## config.mk

```make
export PLATFORM = sky130hd
export DESIGN_NAME = picture_binarization_adaptive_flat
export DESIGN_NICKNAME = d
export VERILOG_FILES = /design/src/rtl/picture_binarization_adaptive_pkg.sv /design/src/rtl/picture_binarization_adaptive_if.sv /design/src/rtl/picture_binarization_adaptive_frame_minmax_stat.sv /design/src/rtl/picture_binarization_adaptive.sv /design/src/flat_wrapper.sv
export SDC_FILE = /design/constraint.sdc
export NUM_CORES = 1
export LEC_CHECK = 0
export CAP_MARGIN = 20
export CORE_MARGIN = 3
export CORE_UTILIZATION = 30
export CTS_CLUSTER_SIZE = 40
export DETAILED_ROUTE_END_ITERATION = 7
export PLACE_DENSITY = 0.61
export SLEW_MARGIN = 20
export SYNTH_ARGS = -nofsm -noshare
export SYNTH_HDL_FRONTEND = slang
export SYNTH_HIERARCHICAL = 1
export SYNTH_SLANG_ARGS = --single-unit
```

## constraint.sdc

```tcl
create_clock -name clk -period 2.6 [get_ports clk]
set_clock_uncertainty 0.05 [all_clocks]
set_input_delay 0.52 -clock clk [delete_from_list [all_inputs] [get_ports clk]]
set_output_delay 0.52 -clock clk [all_outputs]
set_load 0.01 [all_outputs]
```

## src/rtl/picture_binarization_adaptive_pkg.sv

```systemverilog
// Shared definitions for the adaptive picture binarizer.
// Holds the runtime mode encoding used by the top level when it decodes
// cfg_mode and selects the compare criterion.
package picture_binarization_adaptive_pkg;

  // Mode encoding of cfg_mode; MODE_RSVD behaves exactly like MODE_FIXED.
  typedef enum logic [1:0] {
    MODE_FIXED = 2'd0,
    MODE_BAND  = 2'd1,
    MODE_AUTO  = 2'd2,
    MODE_RSVD  = 2'd3
  } mode_e;

endpackage

```

## src/rtl/picture_binarization_adaptive_if.sv

```systemverilog
// Video stream bundle between the Y extraction stage, the binarizer and the
// morphology/projection stages.
//   per_frame_vsync/href/clken, per_img_Y  : incoming luma stream
//   post_frame_vsync/href/clken, post_img_Bit : outgoing 1-bit mask stream
// master = stream source/sink side (upstream + downstream), slave = binarizer.
interface picture_binarization_adaptive_if #(
  parameter int DATA_W = 8
);

  logic              per_frame_vsync;
  logic              per_frame_href;
  logic              per_frame_clken;
  logic [DATA_W-1:0] per_img_Y;
  logic              post_frame_vsync;
  logic              post_frame_href;
  logic              post_frame_clken;
  logic              post_img_Bit;

  modport master (
    output per_frame_vsync, per_frame_href, per_frame_clken, per_img_Y,
    input  post_frame_vsync, post_frame_href, post_frame_clken, post_img_Bit
  );

  modport slave (
    input  per_frame_vsync, per_frame_href, per_frame_clken, per_img_Y,
    output post_frame_vsync, post_frame_href, post_frame_clken, post_img_Bit
  );

endinterface

```

## src/rtl/picture_binarization_adaptive_frame_minmax_stat.sv

```systemverilog
// Per-frame luma statistics for the adaptive binarizer.
// Tracks the running min/max of valid pixels in the current frame and, on the
// frame_start strobe, publishes them and refreshes the auto threshold with
// the rounded midrange when the frame had enough contrast.
//   clk, rst_n          : pixel clock, async active-low reset
//   frame_start         : one-cycle strobe on vsync rise
//   pix_valid, pix_y    : qualified pixel and its luma
//   auto_thr            : auto threshold currently in force
//   auto_thr_next       : value auto_thr takes at this frame_start
//   stat_frame_min/max  : min/max of the last completed non-empty frame
module picture_binarization_adaptive_frame_minmax_stat #(
  parameter int DATA_W    = 8,
  parameter int THRESHOLD = 80,
  parameter int MIN_SPAN  = 16
) (
  input  logic              clk,
  input  logic              rst_n,
  input  logic              frame_start,
  input  logic              pix_valid,
  input  logic [DATA_W-1:0] pix_y,
  output logic [DATA_W-1:0] auto_thr,
  output logic [DATA_W-1:0] auto_thr_next,
  output logic [DATA_W-1:0] stat_frame_min,
  output logic [DATA_W-1:0] stat_frame_max
);

  localparam logic [DATA_W-1:0] ALL_ONES = '1;
  localparam logic [DATA_W-1:0] THR_INIT = DATA_W'(THRESHOLD);
  localparam logic [DATA_W:0]   SPAN_MIN = (DATA_W+1)'(MIN_SPAN);

  logic [DATA_W-1:0] run_min;
  logic [DATA_W-1:0] run_max;
  logic              seen_pix;
  logic [DATA_W:0]   mid_sum;
  logic [DATA_W-1:0] span;
  logic              span_ok;

  // Rounded midrange needs one extra bit so min+max+1 cannot wrap. The auto
  // threshold only moves when the frame had pixels and enough contrast;
  // otherwise a flat or empty frame would drag it somewhere meaningless.
  always_comb begin
    mid_sum       = {1'b0, run_min} + {1'b0, run_max} + (DATA_W+1)'(1);
    span          = run_max - run_min;
    span_ok       = seen_pix && ({1'b0, span} >= SPAN_MIN);
    auto_thr_next = span_ok ? DATA_W'(mid_sum >> 1) : auto_thr;
  end

  // Statistics state. A pixel arriving on the frame_start cycle already
  // belongs to the new frame, so it seeds the fresh min/max directly.
  always_ff @(posedge clk or negedge rst_n) begin
    if (!rst_n) begin
      run_min        <= ALL_ONES;
      run_max        <= '0;
      seen_pix       <= 1'b0;
      auto_thr       <= THR_INIT;
      stat_frame_min <= '0;
      stat_frame_max <= '0;
    end else if (frame_start) begin
      if (seen_pix) begin
        stat_frame_min <= run_min;
        stat_frame_max <= run_max;
      end
      auto_thr <= auto_thr_next;
      run_min  <= pix_valid ? pix_y : ALL_ONES;
      run_max  <= pix_valid ? pix_y : '0;
      seen_pix <= pix_valid;
    end else if (pix_valid) begin
      if (pix_y < run_min) begin
        run_min <= pix_y;
      end
      if (pix_y > run_max) begin
        run_max <= pix_y;
      end
      seen_pix <= 1'b1;
    end
  end

endmodule

```

## src/rtl/picture_binarization_adaptive.sv

```systemverilog
// Adaptive luma binarizer: turns a DATA_W-bit luma stream into a 1-bit mask
// using a fixed threshold, a band window or an auto threshold derived from
// the previous frame's min/max. Configuration is shadowed at vsync rise so
// the criterion never changes inside a frame.
//   clk, rst_n          : pixel clock, async active-low reset
//   cfg_mode            : 0 fixed-below, 1 band, 2 auto, 3 as 0
//   cfg_thr_lo/hi       : fixed/lower and upper band thresholds
//   cfg_invert          : invert mask on valid pixels
//   video (slave)       : per_* stream in, post_* mask stream out (1 cycle)
//   stat_thr_active     : threshold in force for the current frame
//   stat_frame_min/max  : luma extremes of the last completed frame
module picture_binarization_adaptive
  import picture_binarization_adaptive_pkg::*;
#(
  parameter int DATA_W    = 8,
  parameter int THRESHOLD = 80,
  parameter int MIN_SPAN  = 16
) (
  input  logic                            clk,
  input  logic                            rst_n,
  input  logic [1:0]                      cfg_mode,
  input  logic [DATA_W-1:0]               cfg_thr_lo,
  input  logic [DATA_W-1:0]               cfg_thr_hi,
  input  logic                            cfg_invert,
  picture_binarization_adaptive_if.slave  video,
  output logic [DATA_W-1:0]               stat_thr_active,
  output logic [DATA_W-1:0]               stat_frame_min,
  output logic [DATA_W-1:0]               stat_frame_max
);

  localparam logic [DATA_W-1:0] THR_INIT = DATA_W'(THRESHOLD);

  logic              vsync_prev;
  logic              frame_start;
  logic              pix_valid;
  mode_e             cfg_mode_e;
  mode_e             shd_mode;
  logic [DATA_W-1:0] shd_thr_lo;
  logic [DATA_W-1:0] shd_thr_hi;
  logic              shd_invert;
  logic [DATA_W-1:0] auto_thr;
  logic [DATA_W-1:0] auto_thr_next;
  logic [DATA_W-1:0] thr_next;
  logic              raw_bit;

  assign frame_start = video.per_frame_vsync & ~vsync_prev;
  assign pix_valid   = video.per_frame_href & video.per_frame_clken;
  assign cfg_mode_e  = mode_e'(cfg_mode);

  picture_binarization_adaptive_frame_minmax_stat #(
    .DATA_W    (DATA_W),
    .THRESHOLD (THRESHOLD),
    .MIN_SPAN  (MIN_SPAN)
  ) u_stat (
    .clk            (clk),
    .rst_n          (rst_n),
    .frame_start    (frame_start),
    .pix_valid      (pix_valid),
    .pix_y          (video.per_img_Y),
    .auto_thr       (auto_thr),
    .auto_thr_next  (auto_thr_next),
    .stat_frame_min (stat_frame_min),
    .stat_frame_max (stat_frame_max)
  );

  // Threshold reported for the frame about to start, taken from the
  // incoming cfg because that is what the shadow will hold next cycle.
  always_comb begin
    thr_next = cfg_thr_lo;
    if (cfg_mode_e == MODE_AUTO) begin
      thr_next = auto_thr_next;
    end
  end

  // Compare against the shadowed settings only; on a frame_start cycle this
  // still sees the old frame's criterion, which is intended.
  always_comb begin
    raw_bit = 1'b0;
    case (shd_mode)
      MODE_BAND: raw_bit = (shd_thr_lo <= shd_thr_hi) &&
                           (video.per_img_Y >= shd_thr_lo) &&
                           (video.per_img_Y <= shd_thr_hi);
      MODE_AUTO: raw_bit = (video.per_img_Y < auto_thr);
      default:   raw_bit = (video.per_img_Y < shd_thr_lo);
    endcase
  end

  // Shadow configuration and the reported active threshold, refreshed only
  // at frame start.
  always_ff @(posedge clk or negedge rst_n) begin
    if (!rst_n) begin
      shd_mode        <= MODE_FIXED;
      shd_thr_lo      <= THR_INIT;
      shd_thr_hi      <= '1;
      shd_invert      <= 1'b0;
      stat_thr_active <= THR_INIT;
    end else if (frame_start) begin
      shd_mode        <= cfg_mode_e;
      shd_thr_lo      <= cfg_thr_lo;
      shd_thr_hi      <= cfg_thr_hi;
      shd_invert      <= cfg_invert;
      stat_thr_active <= thr_next;
    end
  end

  // One-cycle sync delay and registered mask, kept together so they stay
  // aligned; invalid pixels always produce 0 regardless of invert.
  always_ff @(posedge clk or negedge rst_n) begin
    if (!rst_n) begin
      vsync_prev             <= 1'b0;
      video.post_frame_vsync <= 1'b0;
      video.post_frame_href  <= 1'b0;
      video.post_frame_clken <= 1'b0;
      video.post_img_Bit     <= 1'b0;
    end else begin
      vsync_prev             <= video.per_frame_vsync;
      video.post_frame_vsync <= video.per_frame_vsync;
      video.post_frame_href  <= video.per_frame_href;
      video.post_frame_clken <= video.per_frame_clken;
      video.post_img_Bit     <= pix_valid ? (raw_bit ^ shd_invert) : 1'b0;
    end
  end

endmodule

```

## src/flat_wrapper.sv

```systemverilog
// flat-port wrapper written by rule: the top's interface ports become plain ports
module picture_binarization_adaptive_flat import picture_binarization_adaptive_pkg::*;
#(
  parameter int DATA_W    = 8,
  parameter int THRESHOLD = 80,
  parameter int MIN_SPAN  = 16
)
  (clk, rst_n, cfg_mode, cfg_thr_lo, cfg_thr_hi, cfg_invert, stat_thr_active, stat_frame_min, stat_frame_max, video_per_frame_vsync, video_per_frame_href, video_per_frame_clken, video_per_img_Y, video_post_frame_vsync, video_post_frame_href, video_post_frame_clken, video_post_img_Bit);
  picture_binarization_adaptive_if #(.DATA_W(DATA_W)) video_i ();
  input  logic clk;
  input  logic rst_n;
  input  logic [1:0] cfg_mode;
  input  logic [DATA_W-1:0] cfg_thr_lo;
  input  logic [DATA_W-1:0] cfg_thr_hi;
  input  logic cfg_invert;
  output logic [DATA_W-1:0] stat_thr_active;
  output logic [DATA_W-1:0] stat_frame_min;
  output logic [DATA_W-1:0] stat_frame_max;
  input wire logic [$bits(video_i.per_frame_vsync)-1:0] video_per_frame_vsync;
  input wire logic [$bits(video_i.per_frame_href)-1:0] video_per_frame_href;
  input wire logic [$bits(video_i.per_frame_clken)-1:0] video_per_frame_clken;
  input wire logic [$bits(video_i.per_img_Y)-1:0] video_per_img_Y;
  output wire logic [$bits(video_i.post_frame_vsync)-1:0] video_post_frame_vsync;
  output wire logic [$bits(video_i.post_frame_href)-1:0] video_post_frame_href;
  output wire logic [$bits(video_i.post_frame_clken)-1:0] video_post_frame_clken;
  output wire logic [$bits(video_i.post_img_Bit)-1:0] video_post_img_Bit;
  assign video_i.per_frame_vsync = video_per_frame_vsync;
  assign video_i.per_frame_href = video_per_frame_href;
  assign video_i.per_frame_clken = video_per_frame_clken;
  assign video_i.per_img_Y = video_per_img_Y;
  assign video_post_frame_vsync = video_i.post_frame_vsync;
  assign video_post_frame_href = video_i.post_frame_href;
  assign video_post_frame_clken = video_i.post_frame_clken;
  assign video_post_img_Bit = video_i.post_img_Bit;
  picture_binarization_adaptive #(.DATA_W(DATA_W), .THRESHOLD(THRESHOLD), .MIN_SPAN(MIN_SPAN)) u_core (.clk(clk), .rst_n(rst_n), .cfg_mode(cfg_mode), .cfg_thr_lo(cfg_thr_lo), .cfg_thr_hi(cfg_thr_hi), .cfg_invert(cfg_invert), .video(video_i), .stat_thr_active(stat_thr_active), .stat_frame_min(stat_frame_min), .stat_frame_max(stat_frame_max));
endmodule
```

==> out/metrics.cfg, run 1 <==
[finish]
layout.nets=677
layout-drive-gt1-share=0.220
finish.utilization=0.420
area_growth_pct=35.6
mostFrequentLayoutCells=61 x ha_1, 57 x clkdlybuf4s50_1, 55 x o21ai_0
layout_commonest_cell=ha_1
fin_area_um2=6150
fill_cells=1371
antenna_cells=0

[worst_setup_path]
worstSetupStartpointType=flip-flop
endpoint_kind=flip-flop
path_max_fanout=8
worst_ep_required_time_ps=2750
cp.arrival_ps=2940
path_class=flip-flop to flip-flop

[logic_synthesis]
synth.avg_cell_area_um2=9.66
synth_top_family_by_area=adder cells
synth-simple-area-share=0.112
synthMuxAreaShare=0.0646
synth-xor-area-share=0.0116
ys_ff_latch=72
netlist_instances=469
yosys_warnings=6
ys_seq_area_frac=0.404
netlist_area_um2=4530
yosysUniqueCellTypes=47
syn-num-nets=565
synth_fa_ha_area_frac=0.178
synth_compound_area_frac=0.176

[sta]
worst_pin_slew_ps=562
hold_violations=0
setup_viol=16
max_freq_ghz=0.359
max-slew-margin-rel=0.625
period_needed_ps=2790
maxSlewViolCount=0
rsz0062_at_grt=true
worst_slack_ps=-188
fin_crit_sh=1.07

[placement]
io_buffers=59
gp_congestion=0.900
dpl.hpwl_mm=9.49
placedInstanceArea_um2=5800

[power_and_ir_drop]
powerDensity_nw_per_um2=999
p_leak_uw=0.00287
ir_drop_mv=0.445

[clock_tree]
clk_latency_ps=340
root_buffer=clkbuf_16
clkTransAtPathRegs_ps=60
cts_tree=built
hold_buffers=0
cts.sinks=72
htree_num_levels=3
cts.path.max_buffers=2
cts-buffers-inserted=9

[global_routing]
antenna_found_initial=0
grt_pass1_wl_mm=20.1
grt_start_max_net_pins=51
overflow=0
grt_pass1_vias=3910
grt_usage=0.156

[route]
ant_nets=0
vias=3737
routed_wl_mm=12.5
drt_pass1_iterations=4
drtIter0Drc=205
post_drt_wl_per_cell_um=16.3
via_per_inst=4.85
drc=0

[floorplanning]
start_util=0.309
ioPinCount=60
core-area_um2=14600
die-area_um2=16600
num_rows=44
die_w_um=129
die_y_um=129

[job]
drv_cap=0

[hold_path]
hold_path.class=input port to async pin

[run_status]
violations=setup timing
status=finished with violations

==> report_power, final <==
part / switching (uW) / leakage (uW) / internal [uW]
clock: 466 / 0.000136 / 695
combinational: 1540 / 0.00189 / 1700
sequential: 228 / 0.000839 / 1510
total: 2230 / 0.00287 / 3910
==> critical path, stage by stage, from the launching register on <==
cell	delay [ps]
dfstp_2	530
inv_2	50
ha_4	250
nor2b_4	130
o211ai_2	100
a311oi_2	350
nor4b_2	110
nor3_2	310
o21ai_4	90
buf_12	150
mux2_4	290
mux2i_1	150
a21oi_1	80
==> stage by stage <==
stage                     setup WS (ps)  cells  TNS [ps]  hold slack (ps)  total power [uW]
final                              -188    770     -1750              164              6140
after CTS                          -147    770     -1180              167              6160
after global placement             -212    752     -4230              417              4750
after floorplan                    -156    469     -1160              174              3570
after detailed placement           -222    752     -5280              424              4840
after global routing               -323    770     -3170              186              6600
==> cells by family (layout without fill, tap and decap cells) <==
logic type      Yosys count  after routing
simple gates            109            109
fa+ha+maj                64             64
xor+xnor                  6              6
flops                    72             72
mux                      27             27
compound gates          129            129
buf+inv                  62            179
==> cell type report <==
type / instances / area (um^2) / area share
well taps: 184 / 230 / 0.0375
clock buffers: 13 / 260 / 0.0423
inverters: 48 / 180 / 0.0293
multi-input cells: 335 / 2580 / 0.420
flip-flops and latches: 72 / 1830 / 0.298
clock inverters: 3 / 17.5 / 0.00285
repair buffers: 115 / 1050 / 0.170
==> routing by layer <==
| metal | share of wire | global-route usage | up-vias |
|---|---|---|---|
| met1 | 0.45 | 0.191 | 1783 |
| met4 | 0.029 | 0.0679 | 0 |
| met2 | 0.48 | 0.263 | 65 |
| met3 | 0.038 | 0.0357 | 27 |
| met5 | 0 | 0 | - |
| li1 | - | - | 1862 |
==> synthesized netlist by cell type (all sizes together) <==
library cell  number  area, um^2
o31ai              2        15.0
o211ai             3        27.5
nor2b              8        57.6
a21oi             32         164
a211oi             3        22.5
nor2              25        93.8
mux2i              9        90.1
nand2             50         188
o22ai              1        6.26
and2               1        6.26
nor3b              4        30.0
dfstp             22         578
xor2               4        35.0
nor4b              2        17.5
buf                2        16.3
o21ba              2        20.0
dfrtp             50        1250
nor3               4        20.0
inv               48         180
ha                63         788
nand2b             6        37.5
clkbuf            12        46.3
o21a               2        15.0
fa                 1        20.0
and3b              1        10.0
a221oi             1        15.0
xnor2              2        17.5
o22a               8        70.1
o21bai             4        30.0
mux2              18         203
o211a              1        10.0
nand3              1        5.00
a21o               5        37.5
o21ai             59         299
a211o              3        26.3
a2111oi            2        23.8
nand4              7        43.8
a311oi             1        15.0
==> registers in the layout, summed over array words and instances (netlist names) <==
register	flops
u_core/u_stat/stat_frame_min	8
u_core/video.post_img_Bit	1
u_core/shd_thr_lo	8
u_core/u_stat/auto_thr	8
u_core/u_stat/run_min	8
u_core/stat_thr_active	8
u_core/video.post_frame_clken	1
u_core/u_stat/run_max	8
u_core/video.post_frame_vsync	1
u_core/shd_invert	1
u_core/u_stat/seen_pix	1
u_core/shd_thr_hi	8
u_core/shd_mode	2
u_core/video.post_frame_href	1
u_core/u_stat/stat_frame_max	8
==> path summary, 6_finish.rpt <==
kind,depth (start not counted),endpoint,slack (ps),start
setup / recovery,12,u_core/stat_thr_active[5],-190,u_core/u_stat/run_min[1]
hold / removal,2,u_core/u_stat/stat_frame_min[3],160,rst_n
setup reg to reg,12,u_core/stat_thr_active[5],-190,u_core/u_stat/run_min[1]
hold reg to reg,2,u_core/u_stat/stat_frame_min[7],430,u_core/u_stat/stat_frame_min[7]
max in group asynchronous,2,u_core/u_stat/stat_frame_max[5],1870,rst_n
min in group clk,2,u_core/u_stat/stat_frame_min[7],430,u_core/u_stat/stat_frame_min[7]
==> repair_timing <==
action	in CTS	in global routing
endpoints found under the setup margin	16	19
pin swaps	7	1
hold endpoints to repair	0	0
buffers inserted	3	1
gates resized for setup	11	3
(Power assumes the default switching activity.)
==> inputs of run 2 (changes only) <==
Settings changed: CELL_PAD_IN_SITES_DETAIL_PLACEMENT set to 0, CELL_PAD_IN_SITES_GLOBAL_PLACEMENT set to 1, PLACE_DENSITY 0.61 to 0.73.
==> run 2 against run 1 <==
Effect of this change: the run still ends with setup timing left; wire length is 1.2% lower; first-iteration DRC count is 21% lower; non-clock buffer count is 6 higher; final cell count is 0.78% higher.
==> out/metrics.cfg, run 2 (same netlist as run 1, synthesis figures left out) <==
[floorplanning]
die_y_um=129
ioPinCount=60
start_util=0.309
die-area_um2=16600
num_rows=44
die_w_um=129
core-area_um2=14600

[run_status]
violations=setup timing
status=finished with violations

[global_routing]
grt_usage=0.151
antenna_found_initial=0
grt_pass1_vias=3838
overflow=0
grt_pass1_wl_mm=19.8
grt_start_max_net_pins=58

[route]
routed_wl_mm=12.4
vias=3827
drc=0
drtIter0Drc=162
via_per_inst=4.93
post_drt_wl_per_cell_um=16.0
drt_pass1_iterations=4
ant_nets=0

[finish]
antenna_cells=0
fill_cells=1402
mostFrequentLayoutCells=61 x ha_1, 57 x clkdlybuf4s50_1, 57 x buf_4
layout.nets=683
area_growth_pct=38.7
instances_no_fill=776
layout_commonest_cell=ha_1
layout-drive-gt1-share=0.235

[worst_setup_path]
endpoint_kind=flip-flop
worstSetupStartpointType=flip-flop
crit_slowest_cell=dfstp_2
cp_top_family=compound AO/OA/AOI/OAI gates
cp_cell_sequence=inv_2 -> ha_4 -> nor2b_4 -> o211ai_4 -> a311oi_4 -> and3b_2 -> nor3_4 -> o21ai_4 -> buf_12 -> mux2_4 -> mux2i_1 -> a21oi_1
cp.arrival_ps=2920
path_class=flip-flop to flip-flop
critPathBufInv=2
path_max_fanout=8
slowest_delay_ps=540
worst_ep_required_time_ps=2760

[sta]
maxSlewViolCount=0
fin_crit_sh=1.06
hold_violations=0
max_freq_ghz=0.362
worst_pin_slew_ps=516
rsz0062_at_grt=true
timing.setup.tns_ps=-1010
hold_slack_ps=107
max-slew-margin-rel=0.656
worst_slack_ps=-164
setup_viol=8
period_needed_ps=2760

[placement]
dp.cells=755
gp_congestion=0.839
post-place-ws_ps=-250
io_buffers=59
dpl.hpwl_mm=9.58

[power_and_ir_drop]
power_uw=6380
p_leak_uw=0.00291
powerDensity_nw_per_um2=1010
ir_drop_mv=0.324

[clock_tree]
htree_num_levels=3
clk_latency_ps=330
cts.path.max_buffers=2
root_buffer=clkbuf_16
cts-buffers-inserted=9
cts.sinks=72
clkTransAtPathRegs_ps=60
cts_tree=built
hold_buffers=0

[job]
drv_cap=0

[hold_path]
hold_path.class=input port to async pin

==> run 2: cell count changes in the layout (fill, tap and decap cells not counted), sizes merged <==
cell / delta
clkinvlp: -1
clkinv: -1
buf: +6
bufinv: +2
==> run 2: cell type report <==
type                    instances  area [um^2]  share of cell area
multi-input cells             335         2600               0.414
flip-flops and latches         72         1830               0.291
repair buffers                121         1120               0.178
clock buffers                  13          260              0.0414
well taps                     184          230              0.0366
inverters                      48          180              0.0287
clock inverters                 3         65.1              0.0104
==> run 2: through the flow <==
stage | instance area, um^2 | utilization
finish | 6280 | 0.429
global route | 6280 | 0.429
CTS | 6220 | 0.425
detailed placement | 5840 | 0.399
global placement | 5840 | 0.399
floorplan | 4590 | -
==> run 2: timing repair <==
action,in CTS,in global routing
setup buffers,3,2
pin swaps,9,8
setup endpoints to repair,16,20
gates resized for setup,5,9
==> run 2: final timing paths <==
path | startpoint | endpoint | slack, ps | cells after the start
setup / recovery | u_core/u_stat/run_min[1] | u_core/stat_thr_active[1] | -160 | 12
hold / removal | rst_n | u_core/shd_thr_lo[7] | 110 | 1
setup reg to reg | u_core/u_stat/run_min[1] | u_core/stat_thr_active[1] | -160 | 12
hold reg to reg | u_core/u_stat/stat_frame_max[1] | u_core/u_stat/stat_frame_max[1] | 430 | 2
max in group asynchronous | rst_n | u_core/u_stat/auto_thr[6] | 1680 | 2
min in group clk | u_core/u_stat/stat_frame_max[1] | u_core/u_stat/stat_frame_max[1] | 430 | 2
==> run 2: layer usage <==
| layer | track usage | routed length [um] |
|---|---|---|
| met5 | 0 | 0 |
| met4 | 0.0531 | 237 |
| met3 | 0.0208 | 533 |
| met2 | 0.243 | 5830 |
| met1 | 0.209 | 5790 |
==> run 2: power breakdown <==
group,internal [uW],switching (uW)
clock network,892,480
logic,1710,1540
registers,1510,239
